## src/rtl/inst_fetch_unit.sv

```systemverilog
// Fetch stage: holds the PC, issues one word fetch at a time, and presents the
// fetched instruction plus its {funct3, opcode[6:2]} decode pattern to decode.
module inst_fetch_unit #(
  parameter int unsigned          ADDR_W      = 32,
  parameter logic [ADDR_W-1:0]    RESET_PC    = 32'h8000_0000,
  parameter int unsigned          PATTERN_LEN = 8
) (
  input  logic                    clk,
  input  logic                    rst,
  output logic                    imem_req_valid,
  input  logic                    imem_req_ready,
  output logic [ADDR_W-1:0]       imem_req_addr,
  input  logic                    imem_rsp_valid,
  input  logic [31:0]             imem_rsp_data,
  input  logic                    imem_rsp_err,
  input  logic                    redirect_valid,
  input  logic [ADDR_W-1:0]       redirect_pc,
  output logic                    inst_valid,
  input  logic                    inst_ready,
  output logic [31:0]             inst,
  output logic [ADDR_W-1:0]       inst_pc,
  output logic [PATTERN_LEN-1:0]  inst_pattern,
  output logic                    fetch_fault
);

  typedef enum logic [1:0] {
    ST_REQ   = 2'd0,
    ST_WAIT  = 2'd1,
    ST_HOLD  = 2'd2,
    ST_FAULT = 2'd3
  } state_e;

  state_e            state_q, state_d;
  logic [ADDR_W-1:0] pc_q, pc_d;
  logic              kill_q, kill_d;
  logic [31:0]       inst_q, inst_d;
  logic [ADDR_W-1:0] inst_pc_q, inst_pc_d;
  logic              redir_ok;

  assign redir_ok = (redirect_pc[1:0] == 2'b00);

  always_ff @(posedge clk or posedge rst) begin
    if (rst) begin
      state_q   <= ST_REQ;
      pc_q      <= RESET_PC;
      kill_q    <= 1'b0;
      inst_q    <= '0;
      inst_pc_q <= '0;
    end else begin
      state_q   <= state_d;
      pc_q      <= pc_d;
      kill_q    <= kill_d;
      inst_q    <= inst_d;
      inst_pc_q <= inst_pc_d;
    end
  end

  // kill_q marks an outstanding request whose response must be dropped.
  always_comb begin
    state_d   = state_q;
    pc_d      = pc_q;
    kill_d    = kill_q;
    inst_d    = inst_q;
    inst_pc_d = inst_pc_q;
    case (state_q)
      ST_REQ: begin
        if (redirect_valid) begin
          pc_d = redirect_pc;
          if (imem_req_ready) begin
            kill_d  = 1'b1;
            state_d = redir_ok ? ST_WAIT : ST_FAULT;
          end else begin
            state_d = redir_ok ? ST_REQ : ST_FAULT;
          end
        end else if (imem_req_ready) begin
          state_d = ST_WAIT;
        end
      end
      ST_WAIT: begin
        if (imem_rsp_valid) begin
          if (kill_q || redirect_valid) begin
            kill_d = 1'b0;
            if (redirect_valid) begin
              pc_d    = redirect_pc;
              state_d = redir_ok ? ST_REQ : ST_FAULT;
            end else begin
              state_d = ST_REQ;
            end
          end else if (imem_rsp_err) begin
            state_d = ST_FAULT;
          end else begin
            inst_d    = imem_rsp_data;
            inst_pc_d = pc_q;
            state_d   = ST_HOLD;
          end
        end else if (redirect_valid) begin
          pc_d    = redirect_pc;
          kill_d  = 1'b1;
          state_d = redir_ok ? ST_WAIT : ST_FAULT;
        end
      end
      ST_HOLD: begin
        if (redirect_valid) begin
          pc_d    = redirect_pc;
          state_d = redir_ok ? ST_REQ : ST_FAULT;
        end else if (inst_ready) begin
          pc_d    = pc_q + ADDR_W'(4);
          state_d = ST_REQ;
        end
      end
      ST_FAULT: begin
        if (imem_rsp_valid) kill_d = 1'b0;
        if (redirect_valid) begin
          pc_d = redirect_pc;
          // A still-pending response must drain before a new request goes out.
          if (!redir_ok)                          state_d = ST_FAULT;
          else if (kill_q && !imem_rsp_valid)     state_d = ST_WAIT;
          else                                    state_d = ST_REQ;
        end
      end
      default: state_d = ST_REQ;
    endcase
  end

  assign imem_req_valid = (state_q == ST_REQ);
  assign imem_req_addr  = pc_q;
  assign inst_valid     = (state_q == ST_HOLD);
  assign fetch_fault    = (state_q == ST_FAULT);
  assign inst           = inst_q;
  assign inst_pc        = inst_pc_q;
  assign inst_pattern   = {inst_q[14:12], inst_q[6:2]};

endmodule

```

## config.mk

```make
export PLATFORM = sky130hd
export DESIGN_NAME = inst_fetch_unit
export DESIGN_NICKNAME = d
export VERILOG_FILES = /design/src/rtl/inst_fetch_unit.sv
export SDC_FILE = /design/constraint.sdc
export NUM_CORES = 1
export LEC_CHECK = 0
export CAP_MARGIN = 10
export CORE_MARGIN = 1.5
export CORE_UTILIZATION = 40
export CTS_BUF_LIST = sky130_fd_sc_hd__clkbuf_8
export DETAILED_ROUTE_END_ITERATION = 8
export PLACE_DENSITY = 0.75
export SYNTH_ARGS = -nofsm -noshare
export SYNTH_HDL_FRONTEND = slang
export SYNTH_SLANG_ARGS = --single-unit
export TNS_END_PERCENT = 1
```

## constraint.sdc

```tcl
create_clock -name clk -period 6.82 [get_ports clk]
set_input_delay 1.364 -clock clk [delete_from_list [all_inputs] [get_ports clk]]
set_output_delay 1.364 -clock clk [all_outputs]
set_load 0.01 [all_outputs]
```

# [Word-level counts from Yosys, hierarchy flattened]
# Cells that the tools add are included.
[word_totals] regBits=99 elab_cells=59 output_inout_bits=107 inputBits=71
[classes] addsub=1 reduce_logical=11 n_eq_ne=11 mux=29 n_bitwise=2
[ops] op="2-to-1 mux 32 bit" count=5
[ops] op="one-hot mux 32 bit (3 select lines)" count=1
[ops] op="adder 32 x 3 -> 32 bit, second input constant" count=1
[ops] op="2-to-1 mux 2 bit" count=13
[ops] op="2-to-1 mux 1 bit" count=8
[ops] op="one-hot mux 2 bit (4 select lines)" count=1
[ops] op="AND reduction 4 bit" count=2
[ops] op="!= test 3 bit, second input constant" count=2
[ops] op="AND reduction 6 bit" count=1
[ops] op="== test 2 bit, second input constant" count=2
[ops] op="logical NOT 2 bit" count=2
[ops] op="!= test 2 x 1 -> 1 bit, second input constant" count=2
[ops] op="!= test 2 bit, second input constant" count=2
[ops] op="!= test 3 x 1 -> 1 bit, second input constant" count=1
[ops] op="!= test 3 x 2 -> 1 bit, second input constant" count=1
[ops] op="one-hot mux 1 bit (3 select lines)" count=1
[ops] op="nonzero test 3 bit" count=1
[ops] op="== test 2 x 1 -> 1 bit, second input constant" count=1
[ops] op="inverter 1 bit" count=2
[ops] op="AND reduction 2 bit" count=1
[ops] op="OR reduction 2 bit" count=1
[ops] op="logical AND 1 bit" count=1
[ops] op="logical NOT 1 bit" count=1
[ops] op="logical OR 1 bit" count=1

# [Depth between registers and ports, before layout]
# Gate-level depths: netlist (run 1).
[depth] word_depth=6 depth_mapped=7 mapped_depth_nobuf=6

# [Worst setup path after synthesis (run 1)]
# No wires, ideal clock.
[synth_timing] kind="input to register" from="input port inst_ready" to="register pc_q[27], in the netlist imem_req_addr[27]" n_path_buf=1 setup_time_ps=130 slack_ps=4068 t_required_ps=6690 stages=6 t_arrival_ps=2623 cell_sequence="nand3b_4 or4_4 buf_6 nor4_2 xnor2_1 o21ai_1"
[synth_between] elab_chain_cells=2
[synth_lines] element="from (decl)" line="19" source="input logic inst_ready,"
[synth_lines] element="!= test 3 x 2 -> 1 bit (no source line)"
[synth_lines] element="AND reduction 2 bit (no source line)"
[synth_lines] element="to (signal assigned)" line="51" source="pc_q <= pc_d;"
[synth_lines] element="to (decl)" line="34" source="logic [ADDR_W-1:0] pc_q, pc_d;"
# Every way passes these cells.
# A chain may end at the register's enable or synchronous reset.

# [Worst setup path after layout (run 1)]
[layout_timing] from="input port redirect_valid" to="register inst_q[1], in the netlist inst[1]"
[layout_between] elab_chain_cells=3
[layout_lines] element="from (decl)" line="16" source="input logic redirect_valid,"
[layout_lines] element="logical OR 1 bit" line="81" source="if (kill_q || redirect_valid) begin"
[layout_lines] element="inverter 1 bit (no source line)"
[layout_lines] element="AND reduction 4 bit (no source line)"
[layout_lines] element="to (signal assigned)" line="53" source="inst_q <= inst_d;"
[layout_lines] element="to (decl)" line="36" source="logic [31:0] inst_q, inst_d;"
# Every way passes these cells.

==> impl_metrics.py, run 1 <==
metrics = {
    "run_status": {
        "status": "complete, no violations",
    },
    "grt": {
        "track_usage_pct": 18.9,
        "grt_pass1_vias": 3466,
        "grt_pass1_wl_mm": 17.3,
        "grt_max_degree": 68,
        "grt-ovfl-total": 0,
        "antenna_found_initial": 0,
    },
    "critical_path": {
        "worstSetupStartpointType": "input pin",
        "critical_path.top_delay_family": "simple AND/OR/NAND/NOR gates",
        "cp_num_buf_inv": 1,
        "r2r-end": "inst[1]",
        "cp-end-kind": "flop",
        "critPathArrivalTime_ns": 3.81,
        "crit_path_max_incr_delay_ns": 0.78,
        "crit_chain": "buf_2 > nor4_1 > nand3_4 > mux2_2",
        "critPathSlowestCell": "nand3_4",
        "r2r_setup_slack_ns": 4.26,
        "crit_path_max_fanout": 67,
        "r2r_start": "state_q[1]",
        "critical_path_class": "input pin to flop",
        "reg2reg_depth": 3,
        "cp.required_ns": 7.06,
    },
    "clock_tree": {
        "clock_sinks": 99,
        "clk_latency_ns": 0.37,
        "cts_resized": 0,
        "postCtsHoldBufs": 0,
        "cts-root-buf": "clkbuf_8",
        "clk_pin_slew_ns": 0.10,
        "cts_tree": "built",
        "htree_levels": 3,
        "cts_inserted_buffers": 9,
        "clockBufferDepth": 2,
        "cts_setup_buffers": 0,
    },
    "timing": {
        "fmax_mhz": 281,
        "final.setup.tns_ns": 0,
        "fin_crit_ns": 3.56,
        "relSlewSlack_pct": 30.5,
        "final-setup-viol-count": 0,
        "hold_viol_final": 0,
        "post-route-period-util_pct": 52.2,
        "clock_skew_ns": 0.0162,
        "slew_viol_final": 0,
        "tightest_slew_ns": 1.04,
        "rsz0062_at_grt": "no",
    },
    "synth": {
        "synth.distinct_cells": 42,
        "avgSynthCellArea_um2": 11.9,
        "ys_seq_elements": 99,
        "synth_edf_count": 0,
        "synth_nets": 446,
        "netlist_area_um2": 4460,
        "synth_ff_type": "dfrtp_1",
        "yosysSeqAreaShare_pct": 55.6,
        "synthArstFlopShare_pct": 100,
        "yosysWarnings": 0,
        "synthCells": 374,
    },
    "routing": {
        "viasPerCell": 5.01,
        "routed_wl_mm": 10.9,
        "ant_nets": 0,
        "via_count": 3420,
        "drt_iter0_drc": 115,
        "drt_pass1_iterations": 4,
        "drt-wirelength-per-cell_um": 16.0,
        "drc": 0,
    },
    "final_layout": {
        "mostFrequentLayoutCell": "clkdlybuf4s50_1",
        "syn2layout_area_growth_pct": 44.9,
        "finish.instance_area_um2": 6460,
        "drive_gt1_share_pct": 17.5,
        "layout_common_cells": "clkdlybuf4s50_1 (176), dfrtp_1 (98), mux2_2 (67), nand2_1 (39), o21ai_0 (18)",
        "diodes": 0,
        "finalNonFillerCells": 682,
        "layout.nets": 609,
    },
    "die": {
        "design.die.area_um2": 11800,
        "initial_core_util_pct": 41.1,
        "ios": 178,
        "die_w_um": 109,
        "coreArea_um2": 10800,
        "rows": 38,
        "die_h_um": 109,
    },
    "min_path": {
        "holdPathStages": 2,
        "min_from": "inst_pc[18]",
        "holdPathEnd": "inst_pc[18]",
        "hp-class": "flop to flop",
    },
    "placement": {
        "gp_congestion": 0.784,
        "io_buffer_count": 177,
        "placed_cells": 666,
        "dp_hpwl_mm": 7.88,
        "placedInstanceArea_um2": 6280,
    },
    "job": {
        "max_cap_violations": 0,
    },
    "power": {
        "power.leakage_uw": 0.00269,
        "ir_worst_vdd_mv": 0.159,
        "p_per_area_nw_per_um2": 325,
    },
}
-- through the flow --
stage          total power, µW  setup slack (ns)  hold slack (ns)  utilization, %
6_report                  2100              3.26            0.488            59.6
5_1_grt                   2220              3.06            0.508            59.6
4_1_cts                   2120              3.23            0.496            59.6
3_5_place_dp              1760              2.86            0.472            57.9
3_3_place_gp              1730              2.95            0.464            57.9
2_1_floorplan             1250              2.87            0.516               -
-- report_power, final --
part           switching, µW  internal [µW]  leakage [µW]
registers                125            780       0.00122
logic                    292            540       0.00137
clock network            215            146     0.0000951
total                    632           1470       0.00269
-- worst max-delay path by stage --
| stage | start | to | slack, ns | cells after the start |
|---|---|---|---|---|
| after floorplan | rst | imem_req_addr[0] | 2.87 | 1 |
| after global placement | redirect_valid | inst[3] | 2.95 | 4 |
| after detailed placement | redirect_valid | inst[24] | 2.86 | 4 |
| after CTS | redirect_valid | inst[1] | 3.23 | 4 |
| after global routing | redirect_valid | inst_pc[8] | 3.06 | 4 |
| final | redirect_valid | inst[1] | 3.26 | 4 |
-- worst register-to-register path: cells and delay by family, from the launching register on --
| kind | cells | cell delay [ns] |
|---|---|---|
| flip-flops | 1 | 0.51 |
| multiplexers | 1 | 0.61 |
| AND/OR/NAND/NOR | 2 | 1.33 |
-- state kept, by name, summed over array words and instances, names as in the netlist --
name	flops
imem_req_addr	32
inst	32
inst_pc	32
kill_q	1
state_q	2
-- cells in the mapped netlist (5+ instances only) --
master	instances	area (µm²)
xnor2_1	14	123
nand4_1	8	50.1
o21ai_1	8	40.0
nor2_1	15	56.3
xor2_1	10	87.6
nand2_1	39	146
mux2_2	67	754
a21oi_1	5	25.0
dfrtp_1	98	2450
o21ai_0	18	90.1
clkbuf_1	13	48.8
nor3_1	8	40.0
nand3_1	11	55.1
inv_1	8	30.0
buf_4	9	67.6
-- metal layers --
| layer | global-route usage (%) | vias up | wire length, µm |
|---|---|---|---|
| li1 | - | 1626 | - |
| met1 | 24.7 | 1660 | 4750 |
| met2 | 31.5 | 118 | 5250 |
| met3 | 4.34 | 16 | 714 |
| met4 | 5.64 | 0 | 205 |
| met5 | 0 | - | 0 |
-- kinds of logic after synthesis --
logic type	share of synthesized area, %
XOR/XNOR	4.71
flip-flops	55.6
multiplexers	17.4
buffers and inverters	3.98
AND/OR/NAND/NOR	12.7
AO/OA/AOI/OAI	5.41
adder cells (fa/ha/maj)	0.280
-- area by class of cell --
class | count | area (µm²)
Fill cell | 939 | 4380
Sequential cell | 99 | 2480
Multi-Input combinational cell | 241 | 1820
Timing Repair Buffer | 178 | 1770
Tap cell | 140 | 175
Clock buffer | 10 | 138
Clock inverter | 6 | 46.3
Inverter | 8 | 32.5
Note: power is estimated with default switching activity, not from simulation.
==> inputs of run 2 (changes only) <==
Settings changed: PLACE_DENSITY 0.75 to 0.78.
Clock period 6.82 ns to 2.86 ns, I/O delays scaled along.
==> run 2 against run 1 <==
Effect of this change: sequential cell count unchanged; cell count up 0.88%; power up 140%; clock skew down 0.0065 ns; register-to-register slack worse by 3.6 ns; critical endpoint is now inst_valid.
==> impl_metrics.py, run 2 (same netlist as run 1, synthesis figures left out) <==
metrics = {
    "critical_path": {
        "r2r_setup_slack_ns": 0.68,
        "critical_path.top_delay_family": "buffers and inverters",
        "critPathArrivalTime_ns": 1.77,
        "critPathSlowestCell": "clkdlybuf4s50_1",
        "cp-end-kind": "output pin",
        "cp.required_ns": 2.29,
        "crit_chain": "nand2b_1 > inv_1 > clkdlybuf4s50_1",
        "cp_num_buf_inv": 2,
        "reg2reg_depth": 5,
        "crit_path_max_incr_delay_ns": 0.55,
        "r2r_start": "imem_req_addr[10]",
        "startpoint": "state_q[0]",
        "worstSetupStartpointType": "flop",
        "critical_path_class": "flop to output pin",
        "critPathCapture": "inst_valid",
        "crit_path_max_fanout": 9,
        "r2r-end": "imem_req_addr[22]",
        "cp.depth": 3,
    },
    "power": {
        "p_per_area_nw_per_um2": 757,
        "pwr-share-comb_pct": 40.3,
        "p_sw_uw": 1460,
        "p_seq_share_pct": 43.6,
        "p_total_uw": 4970,
        "power.leakage_uw": 0.00274,
        "swShare_pct": 29.3,
        "p_int_uw": 3510,
        "ir_worst_vdd_mv": 0.364,
        "power.clock.fraction_pct": 16.1,
    },
    "grt": {
        "grt-ovfl-total": 0,
        "grt_pass1_vias": 3492,
        "grt_pass1_wl_mm": 18.0,
        "grt_max_degree": 66,
        "track_usage_pct": 19.9,
        "antenna_found_initial": 0,
    },
    "timing": {
        "fin_crit_ns": 2.34,
        "tightest_slew_ns": 0.709,
        "post-route-period-util_pct": 81.9,
        "fin_ws_ns": 0.518,
        "rsz0062_at_grt": "no",
        "holdWs_ns": 0.490,
        "hold_viol_final": 0,
        "relSlewSlack_pct": 52.3,
        "clock_skew_ns": 0.00971,
        "final.setup.tns_ns": 0,
        "fmax_mhz": 427,
        "slew_viol_final": 0,
        "final-setup-viol-count": 0,
    },
    "die": {
        "design.die.area_um2": 11800,
        "initial_core_util_pct": 41.1,
        "coreArea_um2": 10800,
        "die_h_um": 109,
        "rows": 38,
        "die_w_um": 109,
        "ios": 178,
    },
    "routing": {
        "drt-wirelength-per-cell_um": 16.2,
        "via_count": 3499,
        "drt_pass1_iterations": 5,
        "drt_iter0_drc": 216,
        "viasPerCell": 5.09,
        "routed_wl_mm": 11.1,
        "drc": 0,
        "ant_nets": 0,
    },
    "final_layout": {
        "layout.nets": 615,
        "fill_cells": 915,
        "syn2layout_area_growth_pct": 47.1,
        "finalNonFillerCells": 688,
        "drive_gt1_share_pct": 17.9,
        "layout_common_cells": "clkdlybuf4s50_1 (176), dfrtp_1 (98), mux2_2 (67), nand2_1 (39), o21ai_0 (18)",
        "regArea_um2": 2480,
        "mostFrequentLayoutCell": "clkdlybuf4s50_1",
        "diodes": 0,
        "multi_input_area_um2": 1820,
    },
    "clock_tree": {
        "clock_sinks": 99,
        "cts_resized": 0,
        "clockBufferDepth": 2,
        "cts_inserted_buffers": 9,
        "cts-root-buf": "clkbuf_8",
        "clk_pin_slew_ns": 0.09,
        "htree_levels": 3,
        "cts_setup_buffers": 0,
        "clk_latency_ns": 0.35,
        "postCtsHoldBufs": 0,
        "cts_tree": "built",
    },
    "min_path": {
        "hp-class": "flop to flop",
    },
    "job": {
        "max_cap_violations": 0,
    },
    "run_status": {
        "status": "complete, no violations",
    },
    "placement": {
        "placed_cells": 672,
        "io_buffer_count": 177,
        "dp_hpwl_mm": 8.36,
        "gp_congestion": 0.817,
        "dp_slack_ns": 0.263,
    },
}
## run 2: worst min path at each step
stage	cells past startpoint	startpoint	end	slack (ns)
4_1_cts	2	inst_pc[23]	inst_pc[23]	0.49
3_3_place_gp	2	inst_pc[18]	inst_pc[18]	0.46
5_1_grt	1	inst_pc[17]	inst_pc[17]	0.52
2_1_floorplan	2	inst_pc[18]	inst_pc[18]	0.52
6_report	2	inst_pc[23]	inst_pc[23]	0.49
3_5_place_dp	2	inst_pc[23]	inst_pc[23]	0.47
## run 2: final cells by class
type | instances | share of cell area [%]
Sequential cell | 99 | 37.8
Tap cell | 140 | 2.67
Multi-Input combinational cell | 241 | 27.7
Clock buffer | 11 | 2.31
Timing Repair Buffer | 184 | 28.7
Clock inverter | 5 | 0.343
Inverter | 8 | 0.515
## run 2: routing by layer
layer | vias to the layer above | global-route usage (%) | part of all wire, %
li1 | 1637 | - | -
met1 | 1731 | 25.2 | 42
met2 | 119 | 33.4 | 51
met3 | 12 | 4.28 | 6.4
met4 | 0 | 7.52 | 1.5
met5 | - | 0 | 0
## run 2: power groups by stage
stage | Sequential, µW | Clock (µW) | Combinational [µW]
floorplan | 2360 | 0 | 630
global placement | 2160 | 0 | 1990
detailed placement | 2200 | 0 | 2020
CTS | 2170 | 830 | 2030
global route | 2230 | 894 | 2140
finish | 2160 | 802 | 2000
## run 2: metrics by stage
step | area, µm² | utilization (%)
global placement | 6390 | 58.9
CTS | 6560 | 60.5
floorplan | 4460 | -
finish | 6560 | 60.5
detailed placement | 6390 | 58.9
global route | 6560 | 60.5
## run 2: tightest hold or removal path: stages (launching register included)
cell,delay (ns)
dfrtp_1,0.35
nand2_1,0.05
o21ai_0,0.06
